--- config.mk ---
export PLATFORM = sky130hd
export DESIGN_NAME = tile_sched
export DESIGN_NICKNAME = d
export VERILOG_FILES = /design/src/rtl/tile_sched_pkg.sv /design/src/rtl/tile_sched_addr_gen.sv /design/src/rtl/tile_sched.sv
export SDC_FILE = /design/constraint.sdc
export NUM_CORES = 1
export LEC_CHECK = 0
export BUFFER_PORTS_ARGS = -buffer_cell sky130_fd_sc_hd__buf_2
export CORE_ASPECT_RATIO = 1.75
export CORE_MARGIN = 2
export CORE_UTILIZATION = 27
export CTS_BUF_LIST = sky130_fd_sc_hd__clkbuf_8
export CTS_CLUSTER_SIZE = 40
export DETAILED_ROUTE_END_ITERATION = 6
export PLACE_DENSITY = 0.43
export SYNTH_ARGS = -nofsm -noshare
export SYNTH_HDL_FRONTEND = slang
export SYNTH_SLANG_ARGS = --single-unit
--- constraint.sdc ---
create_clock -name clk -period 3.7 [get_ports clk]
set_input_delay 0.555 -clock clk [delete_from_list [all_inputs] [get_ports clk]]
set_output_delay 0.555 -clock clk [all_outputs]
set_load 0.005 [all_outputs]
--- src/rtl/tile_sched_pkg.sv ---
// tile_sched_pkg: shared definitions for the tile scheduler.
//   - default widths for the address buses and the tile counter
//   - scheduler state encoding (3 bits)
//   - helper telling whether a state may latch an abort request
package tile_sched_pkg;

  localparam int TS_ADDR_WIDTH_DEF     = 10;
  localparam int TS_TILE_CNT_WIDTH_DEF = 8;

  typedef enum logic [2:0] {
    TS_IDLE   = 3'd0,
    TS_RUN    = 3'd1,
    TS_DRAIN  = 3'd2,
    TS_NEXT   = 3'd3,
    TS_FINISH = 3'd4
  } ts_state_e;

  // Abort is only meaningful while a run is actively stepping through tiles.
  function automatic logic ts_abort_window(input ts_state_e s);
    return (s == TS_RUN) || (s == TS_DRAIN) || (s == TS_NEXT);
  endfunction

endpackage

--- src/rtl/tile_sched_addr_gen.sv ---
// tile_addr_gen: per-operand tile address generator.
//   load      : capture base (as current address) and stride
//   step      : advance the current address by the captured stride
//   base_in   : first-tile address
//   stride_in : per-tile increment
//   addr      : current tile address (registered, wraps modulo 2^ADDR_WIDTH)
module tile_addr_gen
  import tile_sched_pkg::*;
#(
  parameter int ADDR_WIDTH = TS_ADDR_WIDTH_DEF
) (
  input  logic                  clk,
  input  logic                  reset,
  input  logic                  load,
  input  logic                  step,
  input  logic [ADDR_WIDTH-1:0] base_in,
  input  logic [ADDR_WIDTH-1:0] stride_in,
  output logic [ADDR_WIDTH-1:0] addr
);

  logic [ADDR_WIDTH-1:0] addr_q, addr_d;
  logic [ADDR_WIDTH-1:0] stride_q, stride_d;

  // Next address: load wins over step; the add is allowed to wrap.
  always_comb begin
    addr_d   = addr_q;
    stride_d = stride_q;
    if (load) begin
      addr_d   = base_in;
      stride_d = stride_in;
    end else if (step) begin
      addr_d = addr_q + stride_q;
    end else begin
      addr_d   = addr_q;
      stride_d = stride_q;
    end
  end

  // Address and stride registers.
  always_ff @(posedge clk) begin
    if (reset) begin
      addr_q   <= '0;
      stride_q <= '0;
    end else begin
      addr_q   <= addr_d;
      stride_q <= stride_d;
    end
  end

  assign addr = addr_q;

endmodule

--- src/rtl/tile_sched.sv ---
// tile_sched: runs a programmed number of matmul tiles back-to-back above the
// top-level TPU control. Per tile: present A/B/C addresses, hold start_tpu
// until done_tpu, drop start_tpu, wait for done_tpu to clear.
//   cfg_start / cfg_*   : launch request and layer configuration (latched at launch)
//   abort               : stop request, honoured at the next tile boundary
//   start_tpu, done_tpu : level handshake with the top-level control
//   tile_*_addr, tile_idx : current tile addresses and 0-based index
//   busy, done_all, aborted : run status (done_all is a one-cycle pulse)
module tile_sched
  import tile_sched_pkg::*;
#(
  parameter int ADDR_WIDTH     = TS_ADDR_WIDTH_DEF,
  parameter int TILE_CNT_WIDTH = TS_TILE_CNT_WIDTH_DEF
) (
  input  logic                      clk,
  input  logic                      reset,
  input  logic                      cfg_start,
  input  logic [TILE_CNT_WIDTH-1:0] cfg_num_tiles,
  input  logic [ADDR_WIDTH-1:0]     cfg_a_base,
  input  logic [ADDR_WIDTH-1:0]     cfg_b_base,
  input  logic [ADDR_WIDTH-1:0]     cfg_c_base,
  input  logic [ADDR_WIDTH-1:0]     cfg_a_stride,
  input  logic [ADDR_WIDTH-1:0]     cfg_b_stride,
  input  logic [ADDR_WIDTH-1:0]     cfg_c_stride,
  input  logic                      abort,
  output logic                      start_tpu,
  input  logic                      done_tpu,
  output logic [ADDR_WIDTH-1:0]     tile_a_addr,
  output logic [ADDR_WIDTH-1:0]     tile_b_addr,
  output logic [ADDR_WIDTH-1:0]     tile_c_addr,
  output logic [TILE_CNT_WIDTH-1:0] tile_idx,
  output logic                      busy,
  output logic                      done_all,
  output logic                      aborted
);

  ts_state_e                 state_q, state_d;
  logic                      start_q, start_d;
  logic                      busy_q, busy_d;
  logic                      done_all_q, done_all_d;
  logic                      aborted_q, aborted_d;
  logic                      abort_lat_q, abort_lat_d;
  logic [TILE_CNT_WIDTH-1:0] idx_q, idx_d;
  logic [TILE_CNT_WIDTH-1:0] num_q, num_d;
  logic                      addr_load_s;
  logic                      addr_step_s;
  logic                      last_tile_s;

  // num_q is never zero while in DRAIN, so the subtraction cannot underflow there.
  assign last_tile_s = (idx_q == (num_q - TILE_CNT_WIDTH'(1)));

  // Next-state and output logic of the tile sequencer.
  always_comb begin
    state_d     = state_q;
    start_d     = start_q;
    busy_d      = busy_q;
    done_all_d  = 1'b0;
    aborted_d   = aborted_q;
    abort_lat_d = abort_lat_q;
    idx_d       = idx_q;
    num_d       = num_q;
    addr_load_s = 1'b0;
    addr_step_s = 1'b0;
    case (state_q)
      TS_IDLE: begin
        // A launch while the lower controller still reports done is dropped.
        if (cfg_start && !done_tpu) begin
          num_d       = cfg_num_tiles;
          aborted_d   = 1'b0;
          abort_lat_d = 1'b0;
          idx_d       = '0;
          busy_d      = 1'b1;
          addr_load_s = 1'b1;
          if (cfg_num_tiles != '0) begin
            start_d = 1'b1;
            state_d = TS_RUN;
          end else begin
            start_d = 1'b0;
            state_d = TS_FINISH;
          end
        end else begin
          start_d = 1'b0;
        end
      end
      TS_RUN: begin
        abort_lat_d = abort_lat_q | abort;
        if (done_tpu) begin
          start_d = 1'b0;
          state_d = TS_DRAIN;
        end else begin
          start_d = 1'b1;
        end
      end
      TS_DRAIN: begin
        abort_lat_d = abort_lat_q | abort;
        start_d     = 1'b0;
        // The stop decision uses the latch as it stood before this cycle.
        if (!done_tpu) begin
          if (last_tile_s || abort_lat_q) begin
            state_d = TS_FINISH;
          end else begin
            idx_d       = idx_q + TILE_CNT_WIDTH'(1);
            addr_step_s = 1'b1;
            state_d     = TS_NEXT;
          end
        end else begin
          state_d = TS_DRAIN;
        end
      end
      TS_NEXT: begin
        // done_tpu is deliberately not looked at here; RUN handles it.
        abort_lat_d = abort_lat_q | abort;
        start_d     = 1'b1;
        state_d     = TS_RUN;
      end
      TS_FINISH: begin
        done_all_d  = 1'b1;
        busy_d      = 1'b0;
        aborted_d   = abort_lat_q;
        abort_lat_d = 1'b0;
        start_d     = 1'b0;
        state_d     = TS_IDLE;
      end
      default: begin
        state_d     = TS_IDLE;
        start_d     = 1'b0;
        busy_d      = 1'b0;
        abort_lat_d = 1'b0;
      end
    endcase
  end

  // Sequencer state and registered status outputs.
  always_ff @(posedge clk) begin
    if (reset) begin
      state_q     <= TS_IDLE;
      start_q     <= 1'b0;
      busy_q      <= 1'b0;
      done_all_q  <= 1'b0;
      aborted_q   <= 1'b0;
      abort_lat_q <= 1'b0;
      idx_q       <= '0;
      num_q       <= '0;
    end else begin
      state_q     <= state_d;
      start_q     <= start_d;
      busy_q      <= busy_d;
      done_all_q  <= done_all_d;
      aborted_q   <= aborted_d;
      abort_lat_q <= abort_lat_d;
      idx_q       <= idx_d;
      num_q       <= num_d;
    end
  end

  tile_addr_gen #(.ADDR_WIDTH(ADDR_WIDTH)) u_gen_a (
    .clk      (clk),
    .reset    (reset),
    .load     (addr_load_s),
    .step     (addr_step_s),
    .base_in  (cfg_a_base),
    .stride_in(cfg_a_stride),
    .addr     (tile_a_addr)
  );

  tile_addr_gen #(.ADDR_WIDTH(ADDR_WIDTH)) u_gen_b (
    .clk      (clk),
    .reset    (reset),
    .load     (addr_load_s),
    .step     (addr_step_s),
    .base_in  (cfg_b_base),
    .stride_in(cfg_b_stride),
    .addr     (tile_b_addr)
  );

  tile_addr_gen #(.ADDR_WIDTH(ADDR_WIDTH)) u_gen_c (
    .clk      (clk),
    .reset    (reset),
    .load     (addr_load_s),
    .step     (addr_step_s),
    .base_in  (cfg_c_base),
    .stride_in(cfg_c_stride),
    .addr     (tile_c_addr)
  );

  assign start_tpu = start_q;
  assign busy      = busy_q;
  assign done_all  = done_all_q;
  assign aborted   = aborted_q;
  assign tile_idx  = idx_q;

endmodule

### Word level (Yosys, flattened, before mapping)

Cells that the tools add are included.

| word-level totals | value |
|---|---|
| register bits | 84 |
| bits of input ports | 73 |
| output and inout bits | 42 |

| cells by class | value |
|---|---|
| $add $sub $neg | 5 |
| equality and inequality tests | 9 |
| multiplexer cells | 31 |
| bitwise gates (word level) | 2 |
| reduce and logical (&&, ||, !) cells | 14 |

Operators with widths:

| cell | number |
|---|---|
| $mux 10 | 6 |
| $add 10x10->10 | 3 |
| $mux 8 | 3 |
| $pmux 8 s2 | 1 |
| $mux 3 | 5 |
| $pmux 3 s4 | 1 |
| $mux 1 | 11 |
| $add 8x1->8 const B | 1 |
| $eq 8x8->1 | 1 |
| $ne 2x2->1 const B | 4 |
| $reduce_and 2->1 | 4 |
| $reduce_bool 8->1 | 1 |
| $sub 8x1->8 const B | 1 |
| $eq 3x2->1 const B | 2 |
| $pmux 1 s2 | 3 |
| $reduce_bool 2->1 | 3 |
| $reduce_and 4->1 | 1 |
| $eq 3x1->1 const B | 1 |
| $eq 3x3->1 const B | 1 |
| $logic_not 3->1 | 1 |
| $pmux 1 s3 | 1 |
| $reduce_or 3->1 | 1 |
| $logic_and 1x1->1 | 1 |
| $logic_not 1->1 | 1 |
| other kinds (3) | 3 |

### Longest topological paths before layout

| logic depth | value |
|---|---|
| depth in word-level cells | 8 |
| gate-level depth with buffers | 10 |

### By module

From an unflattened synthesis, not the netlist that was laid out.

| second synthesis, totals | value |
|---|---|
| cell total of the unflattened synthesis | 565 |
| area total of the unflattened synthesis | 4869.7 um2 |

Modules (own cells, without submodules):

| module | instances | cells each | area each (um2) |
|---|---|---|---|
| tile_addr_gen | 3 | 131 | 1177.4 |
| tile_sched | 1 | 172 | 1337.5 |

### Worst setup path before layout

No wires, ideal clock.

| path | value |
|---|---|
| path kind | register to register |
| from | register num_q[0] |
| to | register idx_q[5] (netlist: tile_idx[5]) |
| setup time | 115 ps |
| arrival | 2482 ps |
| data required time | 3585 ps |
| slack | 1103 ps |
| cell stages (with the launch flop) | 11 |
| path buffers | 1 |
| path through | dfxtp_1 > inv_1 > ha_1 > xor2_1 > nand2_1 > or4_1 > a2111oi_4 > o21ai_2 > buf_2 > nor4b_1 > o21a_1 |

| on the way | value |
|---|---|
| word-level cells in the longest chain between the ends | 5 |

Ends and longest elaborated chain:

| item | line | source |
|---|---|---|
| start, declared | tile_sched.sv:44 | `logic [TILE_CNT_WIDTH-1:0] num_q, num_d;` |
| start signal, assigned | tile_sched.sv:152 | `num_q <= num_d;` |
| $sub 8x1->8 | tile_sched.sv:50 | `assign last_tile_s = (idx_q == (num_q - TILE_CNT_WIDTH'(1)));` |
| $eq 8x8->1 | tile_sched.sv:50 |  |
| $logic_or 1x1->1 | tile_sched.sv:99 | `if (last_tile_s \|\| abort_lat_q) begin` |
| $ne 2x2->1 (no line) | -- |  |
| $reduce_and 4->1 (no line) | -- |  |
| end signal, assigned | tile_sched.sv:151 | `idx_q <= idx_d;` |
| end, declared | tile_sched.sv:43 | `logic [TILE_CNT_WIDTH-1:0] idx_q, idx_d;` |

Every way passes these cells.
A chain may end at the register's enable or synchronous reset.

### Worst setup path in the final report

| path | value |
|---|---|
| from | register num_q[0] |
| to | register u_gen_b.addr_q[3] (netlist: u_gen_b.addr[3]) |

| on the way | value |
|---|---|
| word-level cells in the longest chain between the ends | 7 |

Ends and longest elaborated chain:

| item | line | source |
|---|---|---|
| $sub 8x1->8 | tile_sched.sv:50 |  |
| $eq 8x8->1 | tile_sched.sv:50 |  |
| $logic_or 1x1->1 | tile_sched.sv:99 |  |
| $mux 1 | tile_sched.sv:99 |  |
| $mux 1 | tile_sched.sv:98 | `if (!done_tpu) begin` |
| $mux 1 | tile_sched.sv:64 | `case (state_q)` |
| $reduce_bool 2->1 (no line) | -- |  |
| end signal, assigned | tile_sched_addr_gen.sv:45 | `addr_q <= addr_d;` |
| end, declared | tile_sched_addr_gen.sv:21 | `logic [ADDR_WIDTH-1:0] addr_q, addr_d;` |

Every way passes these cells.

==> impl_metrics.csv <==
group,metric,value,unit
critical_path,crit_buf_inv,2,
critical_path,path_cells,"inv_1 > ha_1 > nor2_1 > and4_1 > a2111oi_1 > a2111oi_4 > o21ai_2 > buf_4 > nor2_1 > a211oi_1",
drt,detail-route-antenna-nets,0,
clock_network,clock_path_buffers,2,
synthesis,synthDistinctLibCells,57,
pwr,p_int,1.48,mW
synthesis,synth_edf_count,0,
critical_path,cpMaxStageDelayCell,"o21ai_2",
synthesis,synth_ff_type,"dfxtp_1",
status,status,"finished clean",
finish,final_core_util,33.1,%
clock_network,post_cts_resize_count,0,
timing,slew_headroom,22.6,%
critical_path,worstPathArrival,3.65,ns
timing,skew,0.0200,ns
floorplanning,initial_core_util,27.3,%
synthesis,ys_seq_elements,84,
flow_run,maxCapViolations,0,
floorplanning,io_pins,115,
synthesis,async_flop_share,0,%
timing,finalCritPeriodShare,90.9,%
critical_path,cp.required,3.98,ns
critical_path,crit_path_end_kind,"flip-flop",
timing,rsz0062_at_grt,"no",
drt,dr.pass1.iters,4,
clock_network,cts_buffers,9,
drt,totalWireLength,14.1,mm
critical_path,cp_slowest_stage_delay,0.93,ns
timing,max_freq,0.297,GHz
clock_network,cts_hold_buf,0,
placed_design,place_ws,0.302,ns
placed_design,io_buffer_count,114,
floorplanning,die_h,179,um
global_routing,grt_max_degree,44,
placed_design,dpl.hpwl,10.7,mm
drt,vias,4533,
finish,diodes,0,
finish,areaGrowthSynthToFinish,21.1,%
pwr,power_per_cell_area,367,mW/mm^2
clock_network,root_buffer,"clkbuf_8",
timing,tns,0,ns
drt,vias_per_cell,4.92,
global_routing,antenna_found_initial,1,
synthesis,syn_nets,690,
floorplanning,die_area,0.0187,mm^2
pwr,switching_share,30.1,%
clock_network,cts.sinks,84,
synthesis,synth_area,0.00475,mm^2
finish,drive_gt1_share,21.4,%
placed_design,routabilityCongestion,0.812,
timing,fin_ws,0.336,ns
timing,post-route-min-period,3.36,ns
critical_path,cp_max_fo,28,
timing,setup_viol,0,
global_routing,grt_overflow,0,
finish,layout.nets,791,
pwr,p_switching,0.634,mW
pwr,pwr-share-seq,47.4,%
global_routing,grt_pass1_wl,23.0,mm
drt,drc,0,
clock_network,post_cts.repair.setup_buffers,0,
global_routing,grt_pass1_vias,4785,
global_routing,grtUsageTotal,15.3,%
timing,worst-slew-pin-transition,1.16,ns
drt,wl_per_cell,15.3,um
timing,hold_viol,0,
synthesis,yosys_warnings,0,
clock_network,htreeDepth,3,
clock_network,cts.clk_slew.worst_paths,0.10,ns
pwr,p_leak,2.47,nW
synthesis,syn_inst,585,
finish,final_common_cell,"buf_2",
critical_path,crit_top_cell,"nor2_1",
clock_network,clock_latency,0.38,ns
pwr,p_comb_share,18.7,%
critical_path,crit_family,"compound AO/OA/AOI/OAI gates",
critical_path,worst-setup-path-type,"flip-flop to flip-flop",
clock_network,tritoncts,"yes",
floorplanning,dieWidth,104,um
finish,layout_common_cells,"buf_2, nand2_1, dfxtp_1, a21oi_1, nor2_1",
floorplanning,core-area,0.0174,mm^2
synthesis,syn_avg_cell_area,8.12,um^2
pwr,p_clk_share,33.9,%
critical_path,start_kind,"flip-flop",
synthesis,ys_seq_area_share,35.4,%
timing,drv_slew,0,
pwr,ir_drop,0.163,mV
worst_hold_path,hold_class,"input pin to flip-flop",
drt,dr.first_iter.drc_count,132,
floorplanning,placementRows,64,
## kinds of logic (layout without fill, tap and decap cells)
group           after synthesis  in the layout  share of synthesized area (%)
mux                          17             17                           3.58
flops                        84             84                           35.4
xor+xnor                     27             27                           4.98
buf+inv                      56            162                           4.72
fa+ha+maj                    32             32                           8.90
compound gates              160            160                           22.4
simple gates                209            209                           20.0
## cell usage after synthesis (8+ instances only)
cell	n	area, um^2
inv_1	25	93.8
ha_1	29	363
nand3_1	9	45.0
nor2b_1	8	50.1
dfxtp_1	84	1680
a211oi_1	21	158
o21ai_0	19	95.1
a21oi_1	65	325
xor2_1	12	105
nand2_1	101	379
nor3_1	8	40.0
clkbuf_1	24	90.1
nor2_1	47	176
xnor2_1	15	131
mux2i_1	17	170
## power groups by stage
| stage | Sequential, mW | Combinational (mW) | Clock [mW] |
|---|---|---|---|
| 2_1_floorplan | 1.01 | 0.262 | 0 |
| 3_3_place_gp | 1.02 | 0.393 | 0 |
| 3_5_place_dp | 1.02 | 0.400 | 0 |
| 4_1_cts | 1.00 | 0.402 | 0.753 |
| 5_1_grt | 1.01 | 0.451 | 0.784 |
| 6_report | 1.00 | 0.394 | 0.716 |
## state kept, by name (all words and copies together), names as in the netlist, 3 cells and up
register	count
u_gen_c.stride_q	10
u_gen_a.addr	10
num_q	8
u_gen_c.addr	10
u_gen_a.stride_q	10
tile_idx	8
u_gen_b.addr	10
u_gen_b.stride_q	10
state_q	3
## per-stage QoR
step                      area (um^2)  std cells  power, mW  hold WS [ns]
final                            5750        922       2.11         0.404
after global routing             5750        922       2.24         0.393
after CTS                        5750        922       2.16         0.379
after detailed placement         5540        906       1.42         0.453
after global placement           5540        906       1.42         0.448
after floorplan                  4750        585       1.27         0.440
## final timing paths
path,start,endpoint,slack (ns),cells past startpoint
hold / removal,cfg_c_stride[0],u_gen_c.stride_q[0],0.40,3
setup reg to reg,num_q[0],u_gen_b.addr[3],0.34,10
setup / recovery,num_q[0],u_gen_b.addr[3],0.34,10
hold reg to reg,u_gen_b.stride_q[0],u_gen_b.stride_q[0],0.46,2
## area by class of cell
class                           count  area [um^2]
Inverter                           25         93.8
Sequential cell                    84         1680
Tap cell                          231          289
Clock inverter                      5         60.1
Fill cell                        1905        11600
Multi-Input combinational cell    445         2850
Clock buffer                       11          151
Timing Repair Buffer              121          623
## metal layers
layer | global-route usage, % | part of all wire, % | wire (um) | vias up
met4 | 5.46 | 1.8 | 257 | 0
li1 | - | - | - | 2283
met2 | 29.8 | 54 | 7650 | 85
met3 | 3.34 | 3.3 | 469 | 16
met1 | 15.6 | 40 | 5680 | 2149
met5 | 0 | 0 | 0 | -
## worst min-delay path, stage by stage
cell and delay, ns:
buf_2 0.09, nand2_1 0.04, a21oi_1 0.05
Power figures use the tool's default switching activity.
